`src/rtl/io_bus_sequencer_if.sv`:
```
// Bus bundle between the CPU I/O strobes and the peripheral req/ack handshake.
// master = sequencer view, slave = CPU/peripheral side.
interface io_bus_sequencer_if #(
   parameter int NUM_DEV = 4,
   parameter int DW      = 32
);
   logic                  io_read;
   logic                  io_write;
   logic [9:0]            io_addr;
   logic [DW-1:0]         io_wdata;
   logic [DW-1:0]         io_rdata;
   logic                  io_stall;
   logic                  io_err;
   logic [NUM_DEV-1:0]    dev_sel;
   logic                  dev_we;
   logic [3:0]            dev_addr;
   logic [DW-1:0]         dev_wdata;
   logic [NUM_DEV*DW-1:0] dev_rdata;
   logic [NUM_DEV-1:0]    dev_ack;

   modport master (
      input  io_read, io_write, io_addr, io_wdata, dev_rdata, dev_ack,
      output io_rdata, io_stall, io_err, dev_sel, dev_we, dev_addr, dev_wdata
   );

   modport slave (
      output io_read, io_write, io_addr, io_wdata, dev_rdata, dev_ack,
      input  io_rdata, io_stall, io_err, dev_sel, dev_we, dev_addr, dev_wdata
   );
endinterface

```
`src/rtl/io_bus_sequencer.sv`:
```
// Multi-cycle I/O sequencer: decodes CPU I/O strobes, runs a req/ack handshake
// with the addressed peripheral and stalls the CPU. IO_BUS_SEQUENCER_STAT_EN adds io_count.
//
// state   | meaning
// IDLE    | waiting for a strobe; stall follows the strobe combinationally
// REQ     | dev_sel asserted, waiting for ack or timeout
// DONE    | one-cycle commit slot; io_rdata/io_err valid, stall low
module io_bus_sequencer #(
   parameter int NUM_DEV = 4,
   parameter int TIMEOUT = 15,
   parameter int DW      = 32
) (
   input  logic clock,
   input  logic reset,
   io_bus_sequencer_if.master bus
`ifdef IO_BUS_SEQUENCER_STAT_EN
   ,
   output logic [15:0] io_count
`endif
);
   localparam logic [1:0] ST_IDLE = 2'd0;
   localparam logic [1:0] ST_REQ  = 2'd1;
   localparam logic [1:0] ST_DONE = 2'd2;

   logic [1:0]    state;
   logic [7:0]    tmo_cnt;
   logic [7:0]    tmo_nxt;
   logic          strobe;
   logic          illegal;
   logic [3:0]    dev_idx;
   logic          ack_hit;
   logic [DW-1:0] rdata_mux;
   logic          unused_addr;

   assign strobe      = bus.io_read | bus.io_write;
   assign dev_idx     = bus.io_addr[7:4];
   assign illegal     = (bus.io_read & bus.io_write) | (int'(dev_idx) >= NUM_DEV);
   assign ack_hit     = |(bus.dev_ack & bus.dev_sel);
   assign tmo_nxt     = tmo_cnt + 8'd1;
   assign unused_addr = ^bus.io_addr[9:8];

   // dev_sel is one-hot, so OR-ing the masked slices selects the active device
   always_comb begin
      rdata_mux = '0;
      for (int i = 0; i < NUM_DEV; i++) begin
         if (bus.dev_sel[i]) rdata_mux = rdata_mux | bus.dev_rdata[i*DW +: DW];
      end
   end

   assign bus.io_stall = !reset && ((state == ST_IDLE && strobe) || state == ST_REQ);

   always_ff @(posedge clock or posedge reset) begin
      if (reset) begin
         state         <= ST_IDLE;
         tmo_cnt       <= '0;
         bus.dev_sel   <= '0;
         bus.dev_we    <= 1'b0;
         bus.dev_addr  <= '0;
         bus.dev_wdata <= '0;
         bus.io_rdata  <= '0;
         bus.io_err    <= 1'b0;
      end else begin
         case (state)
            ST_IDLE: begin
               bus.io_err <= 1'b0;
               if (strobe) begin
                  if (illegal) begin
                     bus.io_err   <= 1'b1;
                     bus.io_rdata <= '0;
                     state        <= ST_DONE;
                  end else begin
                     bus.dev_sel   <= NUM_DEV'(1) << dev_idx;
                     bus.dev_we    <= bus.io_write;
                     bus.dev_addr  <= bus.io_addr[3:0];
                     bus.dev_wdata <= bus.io_wdata;
                     tmo_cnt       <= '0;
                     state         <= ST_REQ;
                  end
               end
            end
            ST_REQ: begin
               // an ack on the terminal cycle still completes successfully
               if (ack_hit) begin
                  if (!bus.dev_we) bus.io_rdata <= rdata_mux;
                  bus.dev_sel <= '0;
                  state       <= ST_DONE;
               end else begin
                  tmo_cnt <= tmo_nxt;
                  if (tmo_nxt == 8'(TIMEOUT)) begin
                     bus.dev_sel  <= '0;
                     bus.io_err   <= 1'b1;
                     bus.io_rdata <= '0;
                     state        <= ST_DONE;
                  end
               end
            end
            ST_DONE: begin
               bus.io_err <= 1'b0;
               state      <= ST_IDLE;
            end
            default: begin
               bus.io_err <= 1'b0;
               state      <= ST_IDLE;
            end
         endcase
      end
   end

`ifdef IO_BUS_SEQUENCER_STAT_EN
   always_ff @(posedge clock or posedge reset) begin
      if (reset) begin
         io_count <= '0;
      end else if (state == ST_DONE && !bus.io_err && io_count != 16'hFFFF) begin
         io_count <= io_count + 16'd1;
      end
   end
`endif

endmodule

```
`src/flat_wrapper.sv`:
```
// flat-port wrapper written by rule: the top's interface ports become plain ports
module io_bus_sequencer_flat 
#(
   parameter int NUM_DEV = 4,
   parameter int TIMEOUT = 15,
   parameter int DW      = 32
)
  (clock, reset, bus_io_read, bus_io_write, bus_io_addr, bus_io_wdata, bus_dev_rdata, bus_dev_ack, bus_io_rdata, bus_io_stall, bus_io_err, bus_dev_sel, bus_dev_we, bus_dev_addr, bus_dev_wdata);
  io_bus_sequencer_if #(.NUM_DEV(NUM_DEV), .DW(DW)) bus_i ();
  input  logic clock;
  input  logic reset;
  input wire logic [$bits(bus_i.io_read)-1:0] bus_io_read;
  input wire logic [$bits(bus_i.io_write)-1:0] bus_io_write;
  input wire logic [$bits(bus_i.io_addr)-1:0] bus_io_addr;
  input wire logic [$bits(bus_i.io_wdata)-1:0] bus_io_wdata;
  input wire logic [$bits(bus_i.dev_rdata)-1:0] bus_dev_rdata;
  input wire logic [$bits(bus_i.dev_ack)-1:0] bus_dev_ack;
  output wire logic [$bits(bus_i.io_rdata)-1:0] bus_io_rdata;
  output wire logic [$bits(bus_i.io_stall)-1:0] bus_io_stall;
  output wire logic [$bits(bus_i.io_err)-1:0] bus_io_err;
  output wire logic [$bits(bus_i.dev_sel)-1:0] bus_dev_sel;
  output wire logic [$bits(bus_i.dev_we)-1:0] bus_dev_we;
  output wire logic [$bits(bus_i.dev_addr)-1:0] bus_dev_addr;
  output wire logic [$bits(bus_i.dev_wdata)-1:0] bus_dev_wdata;
  assign bus_i.io_read = bus_io_read;
  assign bus_i.io_write = bus_io_write;
  assign bus_i.io_addr = bus_io_addr;
  assign bus_i.io_wdata = bus_io_wdata;
  assign bus_i.dev_rdata = bus_dev_rdata;
  assign bus_i.dev_ack = bus_dev_ack;
  assign bus_io_rdata = bus_i.io_rdata;
  assign bus_io_stall = bus_i.io_stall;
  assign bus_io_err = bus_i.io_err;
  assign bus_dev_sel = bus_i.dev_sel;
  assign bus_dev_we = bus_i.dev_we;
  assign bus_dev_addr = bus_i.dev_addr;
  assign bus_dev_wdata = bus_i.dev_wdata;
  io_bus_sequencer #(.NUM_DEV(NUM_DEV), .TIMEOUT(TIMEOUT), .DW(DW)) u_core (.clock(clock), .reset(reset), .bus(bus_i));
endmodule
```
`config.mk`:
```
export PLATFORM = sky130hd
export DESIGN_NAME = io_bus_sequencer_flat
export DESIGN_NICKNAME = d
export VERILOG_FILES = /design/src/rtl/io_bus_sequencer_if.sv /design/src/rtl/io_bus_sequencer.sv /design/src/flat_wrapper.sv
export SDC_FILE = /design/constraint.sdc
export NUM_CORES = 1
export LEC_CHECK = 0
export ABC_CLOCK_PERIOD_IN_PS = 5000
export CORE_MARGIN = 2
export CORE_UTILIZATION = 40
export CTS_CLUSTER_DIAMETER = 200
export CTS_CLUSTER_SIZE = 12
export DETAILED_ROUTE_END_ITERATION = 12
export PLACE_DENSITY = 0.95
export SYNTH_ARGS = -nofsm -noshare
export SYNTH_HDL_FRONTEND = slang
export SYNTH_SLANG_ARGS = --single-unit
export TNS_END_PERCENT = 20
```
`constraint.sdc`:
```
create_clock -name clock -period 5 [get_ports clock]
set_input_delay 1 -clock clock [delete_from_list [all_inputs] [get_ports clock]]
set_output_delay 1 -clock clock [all_outputs]
set_load 0.05 [all_outputs]
```
==> impl_summary.md <==
Status
The run finished with clean final reports.

Timing
Setup repair after global routing left no endpoint under its margin. In the final timing run, aggregate negative setup slack is 0 ns. The shortest clock period the worst path allows after layout is 3.62 ns. The worst-case headroom to the max-slew limit is 0.197. The count of pins over their slew limit is 0. The number of failing hold endpoints at the final stage is 0.

Between clock sinks in the finished design, the worst skew comes to 0.0138 ns. The final worst setup slack is 1.38 ns. The maximum clock frequency is 276 MHz. The transition at the pin with the smallest max-transition slack is 1.20 ns. Setup violations remaining at the end of the flow were counted as 0. The share of the clock period used by the worst path is 0.724.

Synthesis
In this run, synthesis inferred 0 flip-flops with an integrated enable. The post-synthesis cell type with the largest combined area is sky130_fd_sc_hd__dfrtp_1. The share of the Yosys chip area taken by registers is 0.489. The count of unique library cells instantiated by Yosys is 39. Of all flip-flops after synthesis, the portion carrying an async set or reset was 1.00. For this run, the leading register cell type out of synthesis is sky130_fd_sc_hd__dfrtp_1. The Yosys step of the flow raised 0 warnings. The most repeated cell in the gate-level netlist after synthesis is sky130_fd_sc_hd__nand2_1.

After synthesis, the most frequently instantiated cells are sky130_fd_sc_hd__nand2_1 (122), sky130_fd_sc_hd__dfrtp_1 (84), sky130_fd_sc_hd__a22oi_1 (66), sky130_fd_sc_hd__a21oi_1 (36), sky130_fd_sc_hd__mux2_4 (30). The fraction of post-synthesis cell area in the top cell type by area is 0.489. Averaged over all synthesized cells, the footprint is 9.74 µm².

The synthesized netlist net count is 621. The synthesized netlist occupies a cell area of 0.00430 mm². Yosys attributes the largest share of cell area to sky130_fd_sc_hd__dfrtp_1 (49%), sky130_fd_sc_hd__a22oi_1 (12%), sky130_fd_sc_hd__nand2_1 (11%). Synthesis inferred 84 register bits. Synthesis produced 441 cells.

Cells and area
The area growth from synthesis to layout is 65.0%. The count of nets after finishing is 858. The share of cells above drive strength 1 is 0.0849. Summing all multi-input logic gate instances after layout gives 0.00204 mm². The number of standard cells in the final layout excluding fillers is 819. The layout filler cell count is 732. The number of antenna cells inserted is 0.

The area used by sequential logic in the layout is 0.00210 mm². Measured on the finished design, the core utilization comes to 0.683.

Route
The detail route stage leaves a number of antenna-violating nets equal to 0. The number of detailed-routing iterations run before antenna repair is 5. The sum of routed wire length over all layers is 14.7 mm. The routed layout has 4363 vias. The number of DRC violations after detailed routing is 0. For this block, the initial DRC count from the detailed router was 291. Dividing the detail-routed wire length by the instance count gives 17.9 µm. The detail-routed via count per cell is 5.33.

Floorplan
The floorplan step set the die width to 108 µm. The top-level port count is 253. The total area inside the core boundary comes to 0.0104 mm². The die height is 108 µm. The row count is 37. The floorplan step defined a die boundary enclosing 0.0116 mm². The initial utilization of the core area, before any placement, comes to 0.414.

CTS
CTS built an H-tree with a depth of 3. The cell chosen for the clock root is sky130_fd_sc_hd__clkbuf_8. CTS saw 84 sinks. The number of resized instances in the post-cts repair step is 0. The CTS tree is done.

The number of clock buffers inserted by TritonCTS is 9. At the later pin of the worst-skew pair, clock insertion delay measures 0.35 ns. The clock transition time at the flip-flop clock pins of the worst setup and hold paths is 0.08 ns. No sink is reached through more buffers than the 2 on the longest clock path. The number of hold buffers added after cts is 0. After clock tree synthesis, the setup repair step added 0 buffers.

Hold path
The path class of the tightest hold or removal check is reg -> reg. The count of cells along the worst hold path is 2. For hold timing, the worst endpoint is u_core.bus.dev_wdata[25]. The startpoint identified for the worst hold timing path is u_core.bus.dev_wdata[25].

Placement
At the placement stage, the worst setup path has a slack of 1.36 ns. The placed cell count is 803. Routability-driven placement finished with a final weighted congestion of 0.772. The port buffer count is 250. The post-detailed-placement half-perimeter wirelength is 11.0 mm.

Worst setup path
The setup check on the worst reg-to-reg path leaves a slack of 2.16 ns. Data arrives at the worst endpoint at 2.62 ns. For the worst flop-to-flop path, the logic depth is 6. Data on the critical path is required at its endpoint by 4.00 ns. The endpoint identified for the worst register-to-register timing path is u_core.bus.io_rdata[18].

Of all nets on the critical path, the largest fanout is 6. The worst setup path is captured at a primary output. The element type at the critical path start is an input port. By startpoint and endpoint, the worst setup path is classified as in -> out. The worst register-to-register path begins at u_core.bus.dev_sel[2].

Pwr
Summed over all cells, the static leakage comes to 3.05 nW. The power per cell area is 474 mW/mm². The worst-case IR drop observed on VDD is 399 µV.

Global routing
The via count of the first global-routing pass is 4505. Across every metal layer, demand over resource in global routing totals 0.246. The global-route wire length before repair is 22.4 mm. The leftover overflow at the end of global routing is 0. Entering global routing, the biggest net connects 49 pins. The initial antenna violation count is 0.

Run
The reported max-cap violation count is 0.
kinds of logic (layout without fill, tap and decap cells):
group / count (synthesis) / after routing / synth area share
DFF: 84 / 84 / 0.489
AOI/OAI and AO/OA: 129 / 129 / 0.202
muxes: 32 / 32 / 0.110
and+or+nand+nor: 157 / 157 / 0.152
adders and majority gates: 2 / 2 / 0.00582
xor gates and xnor gates: 2 / 2 / 0.00408
buffers and inverters: 35 / 277 / 0.0367
per-stage QoR:
stage          cell area [µm²]  power [mW]  hold slack [ns]
2_1_floorplan             4300        2.21            0.473
3_3_place_gp              6880        2.81            0.457
3_5_place_dp              6880        2.86            0.462
4_1_cts                   7090        3.38            0.482
5_1_grt                   7090        3.54            0.501
6_report                  7090        3.36            0.477
cell usage in the layout (no fill, tap or decap), types with 3 or more instances in the layout:
cell type / synthesis / final
sky130_fd_sc_hd__clkdlybuf4s50_1: 0 / 250
sky130_fd_sc_hd__nand2_1: 122 / 122
sky130_fd_sc_hd__dfrtp_1: 84 / 84
sky130_fd_sc_hd__a22oi_1: 66 / 66
sky130_fd_sc_hd__a21oi_1: 36 / 36
sky130_fd_sc_hd__mux2_4: 30 / 30
sky130_fd_sc_hd__clkbuf_8: 0 / 11
sky130_fd_sc_hd__nor2_1: 9 / 9
sky130_fd_sc_hd__o21ai_0: 9 / 9
sky130_fd_sc_hd__buf_4: 0 / 6
sky130_fd_sc_hd__nand2b_1: 5 / 5
sky130_fd_sc_hd__inv_1: 5 / 4
sky130_fd_sc_hd__and2_1: 4 / 4
sky130_fd_sc_hd__nor3_1: 4 / 4
sky130_fd_sc_hd__o31ai_1: 4 / 4
sky130_fd_sc_hd__nand3_1: 3 / 3
sky130_fd_sc_hd__nand4_1: 3 / 3
routing by layer:
layer | wire length (µm) | vias up | global-route usage | part of all wire
li1 | - | 2033 | - | -
met1 | 5650 | 2079 | 0.286 | 0.38
met2 | 7260 | 222 | 0.428 | 0.49
met3 | 1370 | 29 | 0.0751 | 0.093
met4 | 396 | 0 | 0.0852 | 0.027
met5 | 0 | - | 0 | 0
sequential cells by signal, summed over array words and instances, names as in the netlist:
register / flops
u_core.bus.dev_wdata: 32
u_core.bus.dev_addr: 4
u_core.tmo_cnt: 8
u_core.state: 2
u_core.bus.dev_we: 1
u_core.bus.io_rdata: 32
u_core.bus.dev_sel: 4
u_core.bus.io_err: 1
report_power, final:
part           switching (mW)  leakage (nW)  internal [mW]
logic                    1.18          1.84          0.678
registers               0.132          1.11          0.860
clock network           0.247         0.106          0.259
worst max path at each step:
stage | slack, ns | startpoint | cells past startpoint | to
6_report | 1.38 | bus_io_read | 4 | bus_io_stall
5_1_grt | 1.29 | bus_io_read | 4 | bus_io_stall
4_1_cts | 1.37 | bus_io_read | 4 | bus_io_stall
3_5_place_dp | 1.36 | bus_io_read | 4 | bus_io_stall
3_3_place_gp | 1.40 | bus_io_read | 4 | bus_io_stall
2_1_floorplan | 1.83 | reset | 1 | u_core.bus.dev_addr[0]
worst max-delay path, stage by stage:
cell and delay [ns]:
sky130_fd_sc_hd__clkdlybuf4s50_1 0.57, sky130_fd_sc_hd__nor3_1 0.07, sky130_fd_sc_hd__nor3_1 0.15, sky130_fd_sc_hd__clkdlybuf4s50_1 0.83
cell type report:
| class | instances | share of cell area |
|---|---|---|
| timing repair buffer | 256 | 0.359 |
| sequential | 84 | 0.297 |
| multi-input combinational | 322 | 0.287 |
| tap | 136 | 0.0240 |
| clock buffer | 11 | 0.0214 |
| clock inverter | 5 | 0.00847 |
| inverter | 5 | 0.00282 |
No activity file was read; power rests on OpenSTA's default activity.
